`src/rtl/tribuf_pkg.sv`:
```
// Shared definitions for the triple-buffer controller and write-bus mux: phase
// encodings, bank modes and the input-stream FSM state type.
package tribuf_pkg;

  localparam logic [1:0] PHASE_0 = 2'd0;
  localparam logic [1:0] PHASE_1 = 2'd1;
  localparam logic [1:0] PHASE_2 = 2'd2;

  localparam logic [1:0] MODE_ISTREAM = 2'd0;
  localparam logic [1:0] MODE_FFT     = 2'd1;
  localparam logic [1:0] MODE_DMA     = 2'd2;

  typedef enum logic [1:0] {
    ST_FILL,
    ST_WAIT,
    ST_START
  } state_e;

  function automatic logic [1:0] next_phase(input logic [1:0] phase);
    unique case (phase)
      PHASE_0: next_phase = PHASE_1;
      PHASE_1: next_phase = PHASE_2;
      default: next_phase = PHASE_0;
    endcase
  endfunction

  // Role of a bank in a given phase: mode = (bank + phase) mod 3.
  function automatic logic [1:0] bank_mode(input logic [1:0] phase, input logic [1:0] bank);
    logic [2:0] sum;
    sum = {1'b0, phase} + {1'b0, bank};
    bank_mode = (sum >= 3'd3) ? 2'(sum - 3'd3) : sum[1:0];
  endfunction

endpackage

```
`src/rtl/tribuf_istream_ctrl_if.sv`:
```
// Sample-stream handshake plus the registered input-stream write port to the mux.
interface tribuf_istream_ctrl_if #(
  parameter int unsigned FFT_N  = 10,
  parameter int unsigned FFT_DW = 16
);
  logic                  sact_istream;
  logic [2*FFT_DW-1:0]   sdw_istream;
  logic                  s_ready;
  logic                  wact_istream;
  logic [FFT_N-2:0]      wa_istream;
  logic [2*FFT_DW-1:0]   wdw_istream;

  modport master (
    output sact_istream, sdw_istream,
    input  s_ready, wact_istream, wa_istream, wdw_istream
  );

  modport slave (
    input  sact_istream, sdw_istream,
    output s_ready, wact_istream, wa_istream, wdw_istream
  );
endinterface

```
`src/rtl/tribuf_istream_ctrl.sv`:
```
// Input-stream stage of the triple buffer: fills the istream bank, rotates the
// bank roles once the bank is full and FFT/DMA are idle, and kicks off FFT/DMA.
module tribuf_istream_ctrl
  import tribuf_pkg::*;
#(
  parameter int unsigned FFT_N  = 10,
  parameter int unsigned FFT_DW = 16
) (
  input  logic                 clk,
  input  logic                 rst,
  input  logic                 enable,
  tribuf_istream_ctrl_if.slave bus,
  output logic [1:0]           tribuf_status,
  output logic                 fft_start,
  input  logic                 fft_done,
  output logic                 dma_start,
  input  logic                 dma_done,
  output logic [15:0]          frame_cnt
);

  localparam int unsigned AW = FFT_N - 1;
  localparam logic [AW-1:0] LastAddr = '1;

  state_e        state;
  logic [AW-1:0] wcnt;
  logic          fft_run, dma_run, fft_valid, dma_valid;
  logic          accept, can_rot;

  assign bus.s_ready = enable && (state == ST_FILL) && !rst;
  assign accept      = bus.sact_istream && bus.s_ready;
  // A done arriving this cycle already frees its unit for the rotation.
  assign can_rot     = (!fft_run || fft_done) && (!dma_run || dma_done);

  always_ff @(posedge clk or posedge rst) begin
    if (rst) begin
      state            <= ST_FILL;
      wcnt             <= '0;
      tribuf_status    <= PHASE_0;
      frame_cnt        <= '0;
      fft_start        <= 1'b0;
      dma_start        <= 1'b0;
      fft_run          <= 1'b0;
      dma_run          <= 1'b0;
      fft_valid        <= 1'b0;
      dma_valid        <= 1'b0;
      bus.wact_istream <= 1'b0;
      bus.wa_istream   <= '0;
      bus.wdw_istream  <= '0;
    end else begin
      bus.wact_istream <= 1'b0;
      fft_start        <= 1'b0;
      dma_start        <= 1'b0;
      if (fft_done) fft_run <= 1'b0;
      if (dma_done) dma_run <= 1'b0;

      unique case (state)
        ST_FILL: begin
          if (accept) begin
            bus.wact_istream <= 1'b1;
            bus.wa_istream   <= wcnt;
            bus.wdw_istream  <= bus.sdw_istream;
            wcnt             <= wcnt + AW'(1);
            if (wcnt == LastAddr) state <= ST_WAIT;
          end
        end
        ST_WAIT: begin
          if (can_rot) begin
            tribuf_status <= next_phase(tribuf_status);
            frame_cnt     <= frame_cnt + 16'd1;
            dma_valid     <= fft_valid;
            fft_valid     <= 1'b1;
            fft_start     <= 1'b1;
            dma_start     <= fft_valid;
            state         <= ST_START;
          end
        end
        ST_START: begin
          // Set after the done-clear above so a same-edge done loses to the start.
          fft_run <= 1'b1;
          dma_run <= dma_valid;
          state   <= ST_FILL;
        end
        default: state <= ST_FILL;
      endcase
    end
  end

endmodule

```
`src/flat_wrapper.sv`:
```
// flat-port wrapper written by rule: the top's interface ports become plain ports
module tribuf_istream_ctrl_flat import tribuf_pkg::*;
#(
  parameter int unsigned FFT_N  = 10,
  parameter int unsigned FFT_DW = 16
)
  (clk, rst, enable, tribuf_status, fft_start, fft_done, dma_start, dma_done, frame_cnt, bus_sact_istream, bus_sdw_istream, bus_s_ready, bus_wact_istream, bus_wa_istream, bus_wdw_istream);
  tribuf_istream_ctrl_if #(.FFT_N(FFT_N), .FFT_DW(FFT_DW)) bus_i ();
  input  logic clk;
  input  logic rst;
  input  logic enable;
  output logic [1:0] tribuf_status;
  output logic fft_start;
  input  logic fft_done;
  output logic dma_start;
  input  logic dma_done;
  output logic [15:0] frame_cnt;
  input wire logic [$bits(bus_i.sact_istream)-1:0] bus_sact_istream;
  input wire logic [$bits(bus_i.sdw_istream)-1:0] bus_sdw_istream;
  output wire logic [$bits(bus_i.s_ready)-1:0] bus_s_ready;
  output wire logic [$bits(bus_i.wact_istream)-1:0] bus_wact_istream;
  output wire logic [$bits(bus_i.wa_istream)-1:0] bus_wa_istream;
  output wire logic [$bits(bus_i.wdw_istream)-1:0] bus_wdw_istream;
  assign bus_i.sact_istream = bus_sact_istream;
  assign bus_i.sdw_istream = bus_sdw_istream;
  assign bus_s_ready = bus_i.s_ready;
  assign bus_wact_istream = bus_i.wact_istream;
  assign bus_wa_istream = bus_i.wa_istream;
  assign bus_wdw_istream = bus_i.wdw_istream;
  tribuf_istream_ctrl #(.FFT_N(FFT_N), .FFT_DW(FFT_DW)) u_core (.clk(clk), .rst(rst), .enable(enable), .bus(bus_i), .tribuf_status(tribuf_status), .fft_start(fft_start), .fft_done(fft_done), .dma_start(dma_start), .dma_done(dma_done), .frame_cnt(frame_cnt));
endmodule
```
`config.mk`:
```
export PLATFORM = sky130hd
export DESIGN_NAME = tribuf_istream_ctrl_flat
export DESIGN_NICKNAME = d
export VERILOG_FILES = /design/src/rtl/tribuf_pkg.sv /design/src/rtl/tribuf_istream_ctrl_if.sv /design/src/rtl/tribuf_istream_ctrl.sv /design/src/flat_wrapper.sv
export SDC_FILE = /design/constraint.sdc
export NUM_CORES = 1
export LEC_CHECK = 0
export BUFFER_PORTS_ARGS = -buffer_cell sky130_fd_sc_hd__buf_2
export CAP_MARGIN = 40
export CORE_ASPECT_RATIO = 1.25
export CORE_MARGIN = 5
export CORE_UTILIZATION = 34
export DETAILED_ROUTE_END_ITERATION = 10
export PLACE_DENSITY = 0.54
export RECOVER_POWER = 100
export SYNTH_ARGS = -nofsm -noshare
export SYNTH_HDL_FRONTEND = slang
export SYNTH_SLANG_ARGS = --single-unit
```
`constraint.sdc`:
```
create_clock -name clk -period 6.1 [get_ports clk]
set_clock_uncertainty 0.15 [all_clocks]
set_input_delay 0.305 -clock clk [delete_from_list [all_inputs] [get_ports clk]]
set_output_delay 0.305 -clock clk [all_outputs]
set_load 0.01 [all_outputs]
```
==> results of run 1 <==
[routing by layer]
layer / global-route usage (%) / vias up / part of all wire, %
li1: - / 1230 / -
met5: 0 / - / 0
met2: 21.6 / 85 / 47
met1: 17.6 / 1150 / 44
met3: 3.87 / 13 / 7.4
met4: 5.20 / 0 / 1.6
[repair_timing]
item | in CTS | in global routing
resized for setup | 0 | 0
hold buffers | 28 | 0
endpoints found under the hold margin | 51 | 0
[worst max-delay path: stages]
cell and delay, ns:
dlygate4sd3_1 0.53, clkbuf_1 0.13, nor4b_1 0.39, nand2_1 1.01, inv_2 1.09, nand4_1 0.21
xnor2_1 0.18
[placed cells by master (no fill, tap or decap), types with 6 or more instances in the layout]
cell | Yosys | layout
nand3_1 | 7 | 8
clkbuf_1 | 4 | 65
xnor2_1 | 12 | 12
buf_2 | 5 | 36
clkbuf_8 | 0 | 10
xor2_1 | 10 | 10
dfrtp_1 | 77 | 77
dlygate4sd3_1 | 0 | 28
nand4_1 | 6 | 6
nand2_1 | 144 | 145
[final cells by class]
type / count / area (um2)
sequential: 77 / 1930
fill: 890 / 4680
clock inverter: 5 / 83.8
inverter: 7 / 27.5
tap: 120 / 150
timing repair buffer: 129 / 708
clock buffer: 11 / 141
multi-input combinational: 214 / 1030
[cells by family after synthesis]
| logic type | share of synthesized area, % |
|---|---|
| muxes | 0.325 |
| AOI/OAI and AO/OA | 0.935 |
| DFF | 62.6 |
| buffers and inverters | 2.89 |
| and+or+nand+nor | 25.8 |
| xor gates and xnor gates | 6.26 |
| adders and majority gates | 1.22 |
[path summary, 6_finish.rpt]
kind	start	slack [ns]	cells past startpoint	to
min in group asynchronous	rst	0.60	3	u_core.frame_cnt[13]
max reg2reg	u_core.state[0]	2.50	5	u_core.wcnt[7]
max	rst	2.29	7	u_core.wcnt[7]
min reg2reg	u_core.fft_valid	0.30	2	u_core.fft_valid
max in group asynchronous	rst	4.03	4	u_core.bus.wa_istream[0]
min	bus_sdw_istream[31]	0.02	3	u_core.bus.wdw_istream[31]
[where the power goes]
part           leakage [nW]  total, mW  internal [mW]  switching, mW
clock network         0.106      0.430          0.243          0.187
registers              1.01      0.610          0.568         0.0416
logic                  1.02      0.163         0.0684         0.0946
total                  2.13       1.20          0.879          0.323
[state kept, by name, summed over array words and instances, names as in the netlist]
| name | count |
|---|---|
| u_core.frame_cnt | 16 |
| u_core.dma_valid | 1 |
| u_core.dma_start | 1 |
| u_core.bus.wact_istream | 1 |
| u_core.fft_start | 1 |
| u_core.wcnt | 9 |
| u_core.bus.wa_istream | 9 |
| u_core.tribuf_status | 2 |
| u_core.bus.wdw_istream | 32 |
| u_core.fft_run | 1 |
| u_core.dma_run | 1 |
| u_core.state | 2 |
| u_core.fft_valid | 1 |
[metrics by stage]
| step | worst slack (ns) | power (mW) | util (%) | area, um2 | hold WS [ns] |
|---|---|---|---|---|---|
| 3_3_place_gp | 3.60 | 0.783 | 42.0 | 3670 | 0.202 |
| 2_1_floorplan | 3.68 | 0.703 | - | 3080 | 0.260 |
| 5_1_grt | 1.84 | 1.27 | 46.6 | 4070 | 0.0177 |
| 4_1_cts | 3.36 | 1.23 | 47.8 | 4180 | 0.00145 |
| 3_5_place_dp | 3.53 | 0.785 | 42.0 | 3670 | 0.216 |
| 6_report | 2.29 | 1.20 | 46.6 | 4070 | 0.0189 |
==> flow_summary_export.csv, run 1 <==
group,metric,value,unit
synth,netlist_area,3080,um2
synth,synth_common_cells,"nand2_1 (144), dfrtp_1 (77), xnor2_1 (12)",
routing,finalWirelength,7290,um
outcome,violations,"capacitance limit, slew limit",
die,ios,101,
placed_design,dp_hpwl,4720,um
critical_path,worstPathRequired,6.17,ns
global_route,grt_pass1_wl,12000,um
synth,postSynthAreaPerCell,9.96,um2
clocking,cts.path.max_buffers,2,
global_route,antenna_found_initial,0,
critical_path,end_kind,"flip-flop",
sta,finalCritPeriodShare,62.4,%
run,max-cap-violations,1,
synth,synthTopCellsByArea,"dfrtp_1 (63%), nand2_1 (18%), xnor2_1 (3.4%)",
routing,route.detailed.drc,0,
sta,fmax,263,MHz
clocking,cts_setup_buffers,0,
clocking,path_clk_slew,0.09,ns
synth,synth_edf_count,0,
global_route,grt_overflow,0,
cells_and_area,n_antenna_cell,0,
clocking,cts_sinks,77,
synth,yosys.cell_count.top_type,"nand2_1",
sta,tightest_slew,1.60,ns
synth,ys.flop_type,"dfrtp_1",
synth,yosys_warnings,0,
clocking,htree_levels,3,
synth,synth_top_area_cell,"dfrtp_1",
sta,drv_slew,46,
die,fp.dieW,95.1,um
global_route,grtUsageTotal,13.6,%
die,fp.coreArea,8750,um2
sta,final.setup.tns,0,ns
placed_design,dp.cells,519,
cells_and_area,syn2layout_area_growth,32.3,%
cells_and_area,instances_no_fill,563,
synth,ys_ff_latch,77,
power_and_ir_drop,peakVddDrop,0.158,mV
critical_path,worstPathArrival,3.88,ns
placed_design,portBuffers,100,
critical_path,critical_path_class,"in2reg",
sta,fin_crit,3.81,ns
synth,synth_top_area_share,62.6,%
die,dieArea,11100,um2
clocking,cts_tree,"yes",
synth,ys_types,26,
routing,vias,2478,
synth,synth_nets,350,
routing,drtIter0Drc,103,
cells_and_area,drive_above_1_share,12.2,%
routing,ant_nets,0,
sta,max_slew_margin,-6.87,%
die,rows,38,
synth,syn_inst,309,
routing,firstDrtPassIters,4,
clocking,clk_latency,0.34,ns
synth,yosysSeqAreaShare,62.6,%
die,die_h,116,um
sta,rsz0062_at_grt,"false",
cells_and_area,layout.nets,479,
sta,hold_violations,0,
outcome,status,"finished with violations",
placed_design,place.gp.congestion,0.714,
routing,drt-wirelength-per-cell,12.9,um
power_and_ir_drop,leakage,2.13,nW
min_path,worst_hold_path_type,"in2reg",
critical_path,start_kind,"input port",
clocking,cts_root_buffer,"clkbuf_8",
die,start_util,35.2,%
global_route,grt_max_degree,54,
power_and_ir_drop,cellPowerDensity,295,nW/um2
routing,vias_per_cell,4.40,
synth,async_flop_share,100,%
sta,setup_viol,0,
critical_path,critPathMaxFanout,51,
global_route,grt_pass1_vias,2529,
clocking,numCtsBuffers,9,
Note: power is estimated with default switching activity, not from simulation.
==> run 2, diff against run 1 <==
clock period = 3.9 ns   (was 6.1 ns; I/O delays follow)
==> run 2 against run 1 <==
  * Cell area increased by 2.7%
  * Critical path depth did not move
  * Hold slack gained 0.0039 ns
  * Non-clock buffer count rose by 6
  * Flip-flop and latch count did not move
  * The flow now finishes without violations
  * Routed wire length is 0.64% higher
  * Highest routed layer unchanged
==> flow_summary_export.csv, run 2 (synthesized netlist as in run 1, its figures left out) <==
group,metric,value,unit
cells_and_area,layout.nets,485,
global_route,antenna_found_initial,0,
run,max-cap-violations,0,
clocking,htree_levels,3,
die,dieArea,11100,um2
sta,drv_slew,0,
sta,tightest_slew,1.21,ns
critical_path,end_kind,"flip-flop",
clocking,numCtsBuffers,9,
die,die_h,116,um
critical_path,r2r-end,"u_core.wcnt[7]",
power_and_ir_drop,leakage,2.19,nW
placed_design,dp_hpwl,4820,um
cells_and_area,final_cell_mix,"nand2_1 (144), dfrtp_1 (77), clkbuf_1 (65)",
critical_path,worstPathRequired,3.97,ns
critical_path,crit_chain,"dlygate4sd3_1, clkbuf_1, nor4b_1, nand2_4, inv_2, nand4_1, xnor2_1",
critical_path,critPathMaxFanout,51,
clocking,cts_root_buffer,"clkbuf_8",
critical_path,cp.depth,7,
min_path,worst_hold_path_type,"in2reg",
sta,hold_violations,0,
die,fp.dieW,95.1,um
min_path,min_to,"u_core.fft_run",
routing,drtIter0Drc,86,
power_and_ir_drop,cellPowerDensity,477,nW/um2
routing,finalWirelength,7340,um
cells_and_area,largest_register,"u_core.bus.wdw_istream",
die,ios,101,
critical_path,slowest_stage,"inv_2",
placed_design,place.gp.congestion,0.672,
clocking,cts_sinks,77,
sta,setup_viol,0,
routing,vias_per_cell,4.45,
critical_path,reg2reg_from,"u_core.state[0]",
clocking,cts.path.max_buffers,2,
cells_and_area,reg.largest.list,"u_core.bus.wdw_istream (32), u_core.frame_cnt (16)",
global_route,grt_overflow,0,
sta,fmax,334,MHz
clocking,path_clk_slew,0.07,ns
global_route,grt_max_degree,52,
outcome,status,"finished, final reports clean",
sta,rsz0062_at_grt,"false",
cells_and_area,largest_reg_flops,32,
die,fp.coreArea,8750,um2
critical_path,worstPathArrival,3.06,ns
critical_path,critical_path_class,"in2reg",
global_route,grt_pass1_vias,2597,
sta,finalCritPeriodShare,76.7,%
routing,vias,2530,
critical_path,start_kind,"input port",
global_route,grt_pass1_wl,12300,um
global_route,grtUsageTotal,14.0,%
clocking,cts_tree,"yes",
clocking,cts_setup_buffers,0,
routing,drt-wirelength-per-cell,12.9,um
cells_and_area,drive_above_1_share,12.3,%
critical_path,rr_worst_depth,5,
cells_and_area,n_antenna_cell,0,
clocking,cts_hold_buffers,33,
critical_path,crit_family,"buffers and inverters",
clocking,cts_resized,0,
cells_and_area,syn2layout_area_growth,35.9,%
routing,route.detailed.drc,0,
sta,max_slew_margin,18.6,%
die,rows,38,
die,start_util,35.2,%
clocking,clk_latency,0.33,ns
cells_and_area,fin_util,47.8,%
routing,firstDrtPassIters,4,
placed_design,portBuffers,100,
sta,fin_crit,2.99,ns
power_and_ir_drop,peakVddDrop,0.239,mV
routing,ant_nets,0,
critical_path,r2r_slack,1.00,ns
min_path,holdPathStages,3,
sta,final.setup.tns,0,ns
min_path,min_from,"fft_done",
critical_path,crit_buf_inv,3,
critical_path,cpPeakStageDelay,0.75,ns
cells_and_area,final_common_cell,"nand2_1",
==> run 2: area by class of cell <==
| type | count | area [um2] |
|---|---|---|
| Clock inverter | 4 | 120 |
| Inverter | 7 | 27.5 |
| Clock buffer | 11 | 141 |
| Fill cell | 873 | 4560 |
| Sequential cell | 77 | 1930 |
| Tap cell | 120 | 150 |
| Timing Repair Buffer | 135 | 776 |
| Multi-Input combinational cell | 214 | 1040 |
==> run 2: metal layers <==
metal,routed length [um],track usage [%]
met3,574,4.90
met2,3450,22.8
met4,101,4.04
met1,3210,17.7
met5,0,0
==> run 2: worst max path at each step <==
stage	from	endpoint	slack, ns
floorplan	rst	u_core.bus.wa_istream[0]	1.59
global placement	u_core.state[0]	u_core.wcnt[7]	1.39
detailed placement	u_core.state[0]	u_core.wcnt[7]	1.36
CTS	rst	u_core.wcnt[7]	1.29
global route	rst	u_core.wcnt[7]	0.65
finish	rst	u_core.wcnt[7]	0.91
==> run 2: report_power, final <==
group | leakage (nW) | switching (mW) | total, mW | internal (mW)
logic | 1.05 | 0.151 | 0.263 | 0.113
clock network | 0.130 | 0.276 | 0.780 | 0.505
registers | 1.01 | 0.0644 | 0.953 | 0.889
total | 2.19 | 0.491 | 2.00 | 1.51
==> run 2: worst register-to-register path, delay by kind of cell, from the launching register on <==
kind | cells | cell delay [ns]
DFF | 1 | 0.39
buffers and inverters | 1 | 0.75
xor gates and xnor gates | 1 | 0.17
and+or+nand+nor | 3 | 1.32
==> run 2: per-stage QoR <==
| step | total power, mW | instances | hold WS, ns | cell area, um2 | worst slack, ns |
|---|---|---|---|---|---|
| after floorplan | 1.10 | 309 | 0.150 | 3080 | 1.59 |
| after global placement | 1.23 | 519 | 0.235 | 3670 | 1.39 |
| after detailed placement | 1.23 | 520 | 0.115 | 3690 | 1.36 |
| after CTS | 2.05 | 568 | 0.0293 | 4290 | 1.29 |
| after global routing | 2.11 | 568 | 0.0544 | 4180 | 0.652 |
| final | 2.00 | 568 | 0.0228 | 4180 | 0.907 |
